`src/rtl/fifo_pkg.sv`:
```
// Shared sizing helpers and default parameters for the skid-margin FIFO.
package fifo_pkg;

    localparam int unsigned DEF_DATA_WIDTH = 32;
    localparam int unsigned DEF_FIFO_DEPTH = 32;
    localparam int unsigned DEF_FIFO_SKID  = 4;

    // Bits needed to hold a count in 0..depth inclusive.
    function automatic int unsigned count_width(input int unsigned depth);
        return $clog2(depth + 1);
    endfunction

    function automatic int unsigned addr_width(input int unsigned depth);
        int unsigned w;
        w = $clog2(depth);
        return (w < 1) ? 1 : w;
    endfunction

endpackage

```
`src/rtl/fifo_ram.sv`:
```
// Simple dual-port storage: one write port and one registered read port with read enable.
module fifo_ram
    import fifo_pkg::*;
#(
    parameter int unsigned DATA_WIDTH = DEF_DATA_WIDTH,
    parameter int unsigned DEPTH      = DEF_FIFO_DEPTH,
    parameter int unsigned ADDR_WIDTH = addr_width(DEPTH)
) (
    input  logic                  clk,
    input  logic                  rst_n,
    input  logic                  wr_en,
    input  logic [ADDR_WIDTH-1:0] wr_addr,
    input  logic [DATA_WIDTH-1:0] wr_data,
    input  logic                  rd_en,
    input  logic [ADDR_WIDTH-1:0] rd_addr,
    output logic [DATA_WIDTH-1:0] rd_data
);

    logic [DATA_WIDTH-1:0] mem [DEPTH];

    always_ff @(posedge clk) begin
        if (wr_en) begin
            mem[wr_addr] <= wr_data;
        end
    end

    // Only the read register is reset, so the output never shows X after reset.
    always_ff @(posedge clk or negedge rst_n) begin
        if (!rst_n) begin
            rd_data <= '0;
        end else if (rd_en) begin
            rd_data <= mem[rd_addr];
        end
    end

endmodule

```
`src/rtl/fifo_skid_ctl.sv`:
```
// Valid/ready FIFO with early-throttled write ready (skid margin) and registered output stage.
// Optional sticky overflow detection is built when FIFO_OVERFLOW_DET_EN is defined.
module fifo_skid_ctl
    import fifo_pkg::*;
#(
    parameter int unsigned DATA_WIDTH = DEF_DATA_WIDTH,
    parameter int unsigned FIFO_DEPTH = DEF_FIFO_DEPTH,
    parameter int unsigned FIFO_SKID  = DEF_FIFO_SKID,
    parameter int unsigned AE_THRESH  = 1
) (
    input  logic                                 clkIn,
    input  logic                                 rstNIn,
    input  logic                                 flushIn,
    input  logic [DATA_WIDTH-1:0]                wrDataIn,
    input  logic                                 wrValidIn,
    output logic                                 wrReadyOut,
    output logic [DATA_WIDTH-1:0]                rdDataOut,
    output logic                                 rdValidOut,
    input  logic                                 rdReadyIn,
    output logic [count_width(FIFO_DEPTH)-1:0]   levelOut,
    output logic                                 almostEmptyOut,
    output logic                                 overflowOut,
    input  logic                                 errClearIn
);

    localparam int unsigned CW = count_width(FIFO_DEPTH);
    localparam int unsigned AW = addr_width(FIFO_DEPTH);
    localparam logic [CW-1:0] FULL_LVL  = CW'(FIFO_DEPTH);
    localparam logic [CW-1:0] READY_LVL = CW'(FIFO_DEPTH - FIFO_SKID);
    localparam logic [AW-1:0] LAST_ADDR = AW'(FIFO_DEPTH - 1);

    logic [CW-1:0] level_q, level_d, ram_count;
    logic [AW-1:0] wr_ptr_q, wr_ptr_d, rd_ptr_q, rd_ptr_d;
    logic          valid_q, valid_d;
    logic          ready_q, ready_d;
    logic          push, pop, load;

    always_comb begin
        pop       = valid_q && rdReadyIn;
        push      = wrValidIn && ((level_q != FULL_LVL) || pop);
        // Words sitting in RAM, i.e. not yet moved into the output register.
        ram_count = level_q - CW'(valid_q);
        load      = (ram_count != '0) && (!valid_q || pop);

        level_d  = level_q;
        wr_ptr_d = wr_ptr_q;
        rd_ptr_d = rd_ptr_q;
        valid_d  = valid_q;

        if (flushIn) begin
            level_d  = '0;
            wr_ptr_d = '0;
            rd_ptr_d = '0;
            valid_d  = 1'b0;
        end else begin
            if (push) begin
                wr_ptr_d = (wr_ptr_q == LAST_ADDR) ? '0 : wr_ptr_q + AW'(1);
            end
            if (load) begin
                rd_ptr_d = (rd_ptr_q == LAST_ADDR) ? '0 : rd_ptr_q + AW'(1);
            end
            if (push && !pop) begin
                level_d = level_q + CW'(1);
            end else if (pop && !push) begin
                level_d = level_q - CW'(1);
            end
            if (load) begin
                valid_d = 1'b1;
            end else if (pop) begin
                valid_d = 1'b0;
            end
        end

        ready_d = (level_d <= READY_LVL);
    end

    always_ff @(posedge clkIn or negedge rstNIn) begin
        if (!rstNIn) begin
            level_q  <= '0;
            wr_ptr_q <= '0;
            rd_ptr_q <= '0;
            valid_q  <= 1'b0;
            ready_q  <= 1'b0;
        end else begin
            level_q  <= level_d;
            wr_ptr_q <= wr_ptr_d;
            rd_ptr_q <= rd_ptr_d;
            valid_q  <= valid_d;
            ready_q  <= ready_d;
        end
    end

    fifo_ram #(
        .DATA_WIDTH (DATA_WIDTH),
        .DEPTH      (FIFO_DEPTH),
        .ADDR_WIDTH (AW)
    ) u_ram (
        .clk     (clkIn),
        .rst_n   (rstNIn),
        .wr_en   (push && !flushIn),
        .wr_addr (wr_ptr_q),
        .wr_data (wrDataIn),
        .rd_en   (load && !flushIn),
        .rd_addr (rd_ptr_q),
        .rd_data (rdDataOut)
    );

    assign wrReadyOut     = ready_q;
    assign rdValidOut     = valid_q;
    assign levelOut       = level_q;
    assign almostEmptyOut = (32'(level_q) <= AE_THRESH);

`ifdef FIFO_OVERFLOW_DET_EN
    logic drop, ovf_q;

    // A write during flush is discarded by the flush, not counted as a drop.
    assign drop = wrValidIn && !flushIn && (level_q == FULL_LVL) && !pop;

    always_ff @(posedge clkIn or negedge rstNIn) begin
        if (!rstNIn) begin
            ovf_q <= 1'b0;
        end else if (drop) begin
            ovf_q <= 1'b1;
        end else if (errClearIn) begin
            ovf_q <= 1'b0;
        end
    end

    always_ff @(posedge clkIn) begin
        if (rstNIn && drop) begin
            $error("fifo_skid_ctl: push dropped, FIFO full");
        end
    end

    assign overflowOut = ovf_q;
`else
    logic unused_err_clear;
    assign unused_err_clear = errClearIn;
    assign overflowOut      = 1'b0;
`endif

endmodule

```
`config.mk`:
```
export PLATFORM = sky130hd
export DESIGN_NAME = fifo_skid_ctl
export DESIGN_NICKNAME = d
export VERILOG_FILES = /design/src/rtl/fifo_pkg.sv /design/src/rtl/fifo_ram.sv /design/src/rtl/fifo_skid_ctl.sv
export SDC_FILE = /design/constraint.sdc
export NUM_CORES = 1
export LEC_CHECK = 0
export ABC_CLOCK_PERIOD_IN_PS = 3500
export CAP_MARGIN = 15
export CORE_MARGIN = 2
export CORE_UTILIZATION = 56
export CTS_CLUSTER_DIAMETER = 80
export DETAILED_ROUTE_END_ITERATION = 8
export GPL_TIMING_DRIVEN = 1
export PLACE_DENSITY = 0.8
export SLEW_MARGIN = 40
export SYNTH_ARGS = -nofsm -noshare
export SYNTH_HDL_FRONTEND = slang
export SYNTH_SLANG_ARGS = --single-unit
```
`constraint.sdc`:
```
create_clock -name clkIn -period 3.5 [get_ports clkIn]
set_clock_uncertainty 0.15 [all_clocks]
set_input_delay 0.525 -clock clkIn [delete_from_list [all_inputs] [get_ports clkIn]]
set_output_delay 0.525 -clock clkIn [all_outputs]
set_load 0.005 [all_outputs]
```
==> results of run 1 <==
## power by group through the flow
stage,registers (mW),logic (mW),clock network (mW)
6_report,14.8,4.99,10.6
5_1_grt,14.8,5.29,11.2
4_1_cts,14.8,5.02,10.7
3_5_place_dp,15.0,4.93,0
3_3_place_gp,15.0,4.80,0
2_1_floorplan,14.7,3.48,0
## cell usage in the layout (no fill, tap or decap), drive strengths merged, types with 35 or more instances in the layout
cell / n
mux4: 161
clkinv: 35
buf: 156
nor2: 77
dfrtp: 50
o21ai: 39
a31oi: 62
clkdlybuf4s50: 51
clkbuf: 140
mux2: 37
o221ai: 62
mux2i: 157
edfxtp: 1024
## routing by layer
metal / routed length, um / part of all wire / vias up / GRT usage
met1: 38100 / 0.36 / 11721 / 0.369
li1: - / - / 9066 / -
met5: 0 / 0 / - / 0
met3: 11900 / 0.11 / 330 / 0.0640
met4: 4720 / 0.045 / 0 / 0.115
met2: 50400 / 0.48 / 1617 / 0.433
## worst reg2reg max path: stages (launching register included)
cell	delay (ps)
dfrtp_1	470
inv_1	180
ha_1	260
and2_1	220
a311oi_2	540
buf_4	250
nand2_1	70
buf_4	220
nor2_4	180
buf_4	350
## sequential cells by signal (all words and copies together), names as in the netlist
name,flops
wr_ptr_q,5
levelOut,6
u_ram.rd_data,32
rd_ptr_q,5
wrReadyOut,1
u_ram.mem,1024
rdValidOut,1
## cells by family after synthesis
family,Yosys count
flip-flops,1074
multiplexers,355
AO/OA/AOI/OAI,348
buffers and inverters,143
AND/OR/NAND/NOR,141
adder cells (fa/ha/maj),12
XOR/XNOR,2
other,1
## layout make-up
class | count | area (um^2) | share of cell area
clock inverter | 45 | 428 | 0.00890
clock buffer | 140 | 2770 | 0.0575
inverter | 10 | 37.5 | 0.000780
sequential | 1074 | 32000 | 0.666
multi-input combinational | 859 | 9310 | 0.194
timing repair buffer | 208 | 2330 | 0.0484
tap | 969 | 1210 | 0.0252
## worst max-delay path by stage
stage          slack [ps]                         end
2_1_floorplan        -250  u_ram.mem[29][0]$_DFFE_PP_
3_3_place_gp          110  u_ram.mem[0][30]$_DFFE_PP_
3_5_place_dp           30   u_ram.mem[0][7]$_DFFE_PP_
4_1_cts               120   u_ram.mem[0][1]$_DFFE_PP_
5_1_grt               220  u_ram.mem[0][26]$_DFFE_PP_
6_report              270   u_ram.mem[0][1]$_DFFE_PP_
## timing repair
item	4_1_cts	5_1_grt
hold endpoints to repair	50	0
setup buffers	0	0
hold buffers	1	0
gates resized for setup	0	1
setup endpoints to repair	0	5
==> results_dict.tcl, run 1 <==
set metrics [dict create \
    synthTopCellsByArea "edfxtp_1 (74%), mux4_2 (8.7%), mux2i_1 (3.8%), dfrtp_1 (3.0%), o221ai_1 (1.3%)" \
    drt_first_pass_iters 7 \
    drive_above_1_share 0.234 \
    insertedDiodeCount 0 \
    dp_slack_ps 26.2 \
    h-tree-depth 3 \
    numCtsBuffers 101 \
    arrival_ps 3400 \
    postPlaceCellArea_um2 44900 \
    power_mw 30.4 \
    power.internal_mw 22.8 \
    cp.depth 9 \
    min_period_ps 3230 \
    synth_top_area_share 0.735 \
    dp.cells 3119 \
    min_to "u_ram.mem[20][22]$_DFFE_PP_" \
    min_from "wrDataIn[22]" \
    rsz0062_at_grt "no" \
    tightestPinTransition_ps 896 \
    status "completed" \
    r2r-end "u_ram.mem[0][1]$_DFFE_PP_" \
    hold_viol 0 \
    start_util 0.564 \
    timing.critical_path.buf_inv 4 \
    hp-class "input pin to register" \
    whs_ps 168 \
    path_delay_family "buffers and inverters" \
    drc 0 \
    pwr-share-seq 0.487 \
    slowest_delay_ps 530 \
    instances_no_fill 3305 \
    clock.fmax_ghz 0.310 \
    syn2layout_area_growth_pct 15.0 \
    yosysTopAreaCell "edfxtp_1" \
    worstPathMaxFanout 15 \
    synth_edf_count 1024 \
    vias_per_cell 6.88 \
    route.antenna.remaining_nets 0 \
    synthArstFlopShare 0.0466 \
    synth_xor_xnor_area_share 0.000419 \
    cpMaxStageDelayCell "a311oi_2" \
    drt_iter0_markers 3134 \
    synth_top_family_by_area "multiplexers" \
    post-route-period-util 0.922 \
    cts_max_path_buffers 3 \
    r2r_setup_slack_ps 270 \
    relSlewSlack 0.403 \
    crit_required_ps 3670 \
    grt_util_all_layers 0.273 \
    num-fill-cells 4553 \
    cts.root.buffer_cell "clkbuf_16" \
    clkTransAtPathRegs_ps 60 \
    wl_um 105000 \
    antenna_found_initial 0 \
    postSynthRegisterBits 1074 \
    comb_power_share 0.164 \
    final_cell_area_um2 48100 \
    powerDensity_nw_per_um2 632 \
    hpwl_um 58200 \
    setup_tns_ps 0 \
    synthFlopType "edfxtp_1" \
    design.die.area_um2 76900 \
    coreArea_um2 74200 \
    io_pins 80 \
    pwr-share-clk 0.349 \
    critPathKind "register to register" \
    place_congestion 0.888 \
    io_buffers 77 \
    synth_nets 2126 \
    grt_max_degree 67 \
    cp-startpoint "levelOut[0]$_DFF_PN0_" \
    p_switching_mw 7.59 \
    synth_fa_ha_area_frac 0.00359 \
    fin_nets 2304 \
    chipHeight_um 277 \
    synth_cells 2076 \
    cap_violations 0 \
    synthTopCellsByCount "edfxtp_1 (1024), mux4_2 (161), mux2i_1 (157), nor2_1 (76), o221ai_1 (62)" \
    setup_ws_ps 275 \
    path_cells "inv_1 > ha_1 > and2_1 > a311oi_2 > buf_4 > nand2_1 > buf_4 > nor2_4 > buf_4" \
    crit_path_frequent_cell "buf_4" \
    synth.most_common_cell "edfxtp_1" \
    syn-cell-area_um2 41800 \
    cts_tree "built" \
    ys_seq_area_frac 0.765 \
    grt_pass1_vias 22916 \
    holdPathStages 1 \
    synth_compound_area_frac 0.0620 \
    syn_area_per_cell_um2 20.2 \
    clk_latency_ps 690 \
    p_sw_frac 0.250 \
    num_rows 100 \
    r2r_cells 9 \
    reg2reg_from "levelOut[0]$_DFF_PN0_" \
    p_leak_nw 15.1 \
    grt_pass1_wl_um 152000 \
    wl_per_cell_um 31.8 \
    grt-ovfl-total 0 \
    synthMuxAreaShare 0.134 \
    end_kind "register" \
    setup_viol 0 \
    vias 22734 \
    critPathLaunchType "register" \
    synth_cell_types 56 \
    final-max-slew-violation-count 0 \
    ys_warn_count 0 \
    final_util 0.648 \
    synthSimpleGateAreaFrac 0.0160 \
    cts.sinks 1074 \
    die_w_um 277 \
    vdd_drop_max_mv 0.568 \
]
Power figures use the tool's default switching activity.
==> inputs of run 2 (changes only) <==
--- a/config.mk
+++ b/config.mk
@@ -6,7 +6,7 @@
 export NUM_CORES = 1
 export LEC_CHECK = 0
 export ABC_CLOCK_PERIOD_IN_PS = 3500
-export CAP_MARGIN = 15
+export CAP_MARGIN = 30
 export CORE_MARGIN = 2
 export CORE_UTILIZATION = 56
 export CTS_CLUSTER_DIAMETER = 80
==> results of run 2 <==
Same layout as run 1: the final DEF is identical, and so are final timing and power.
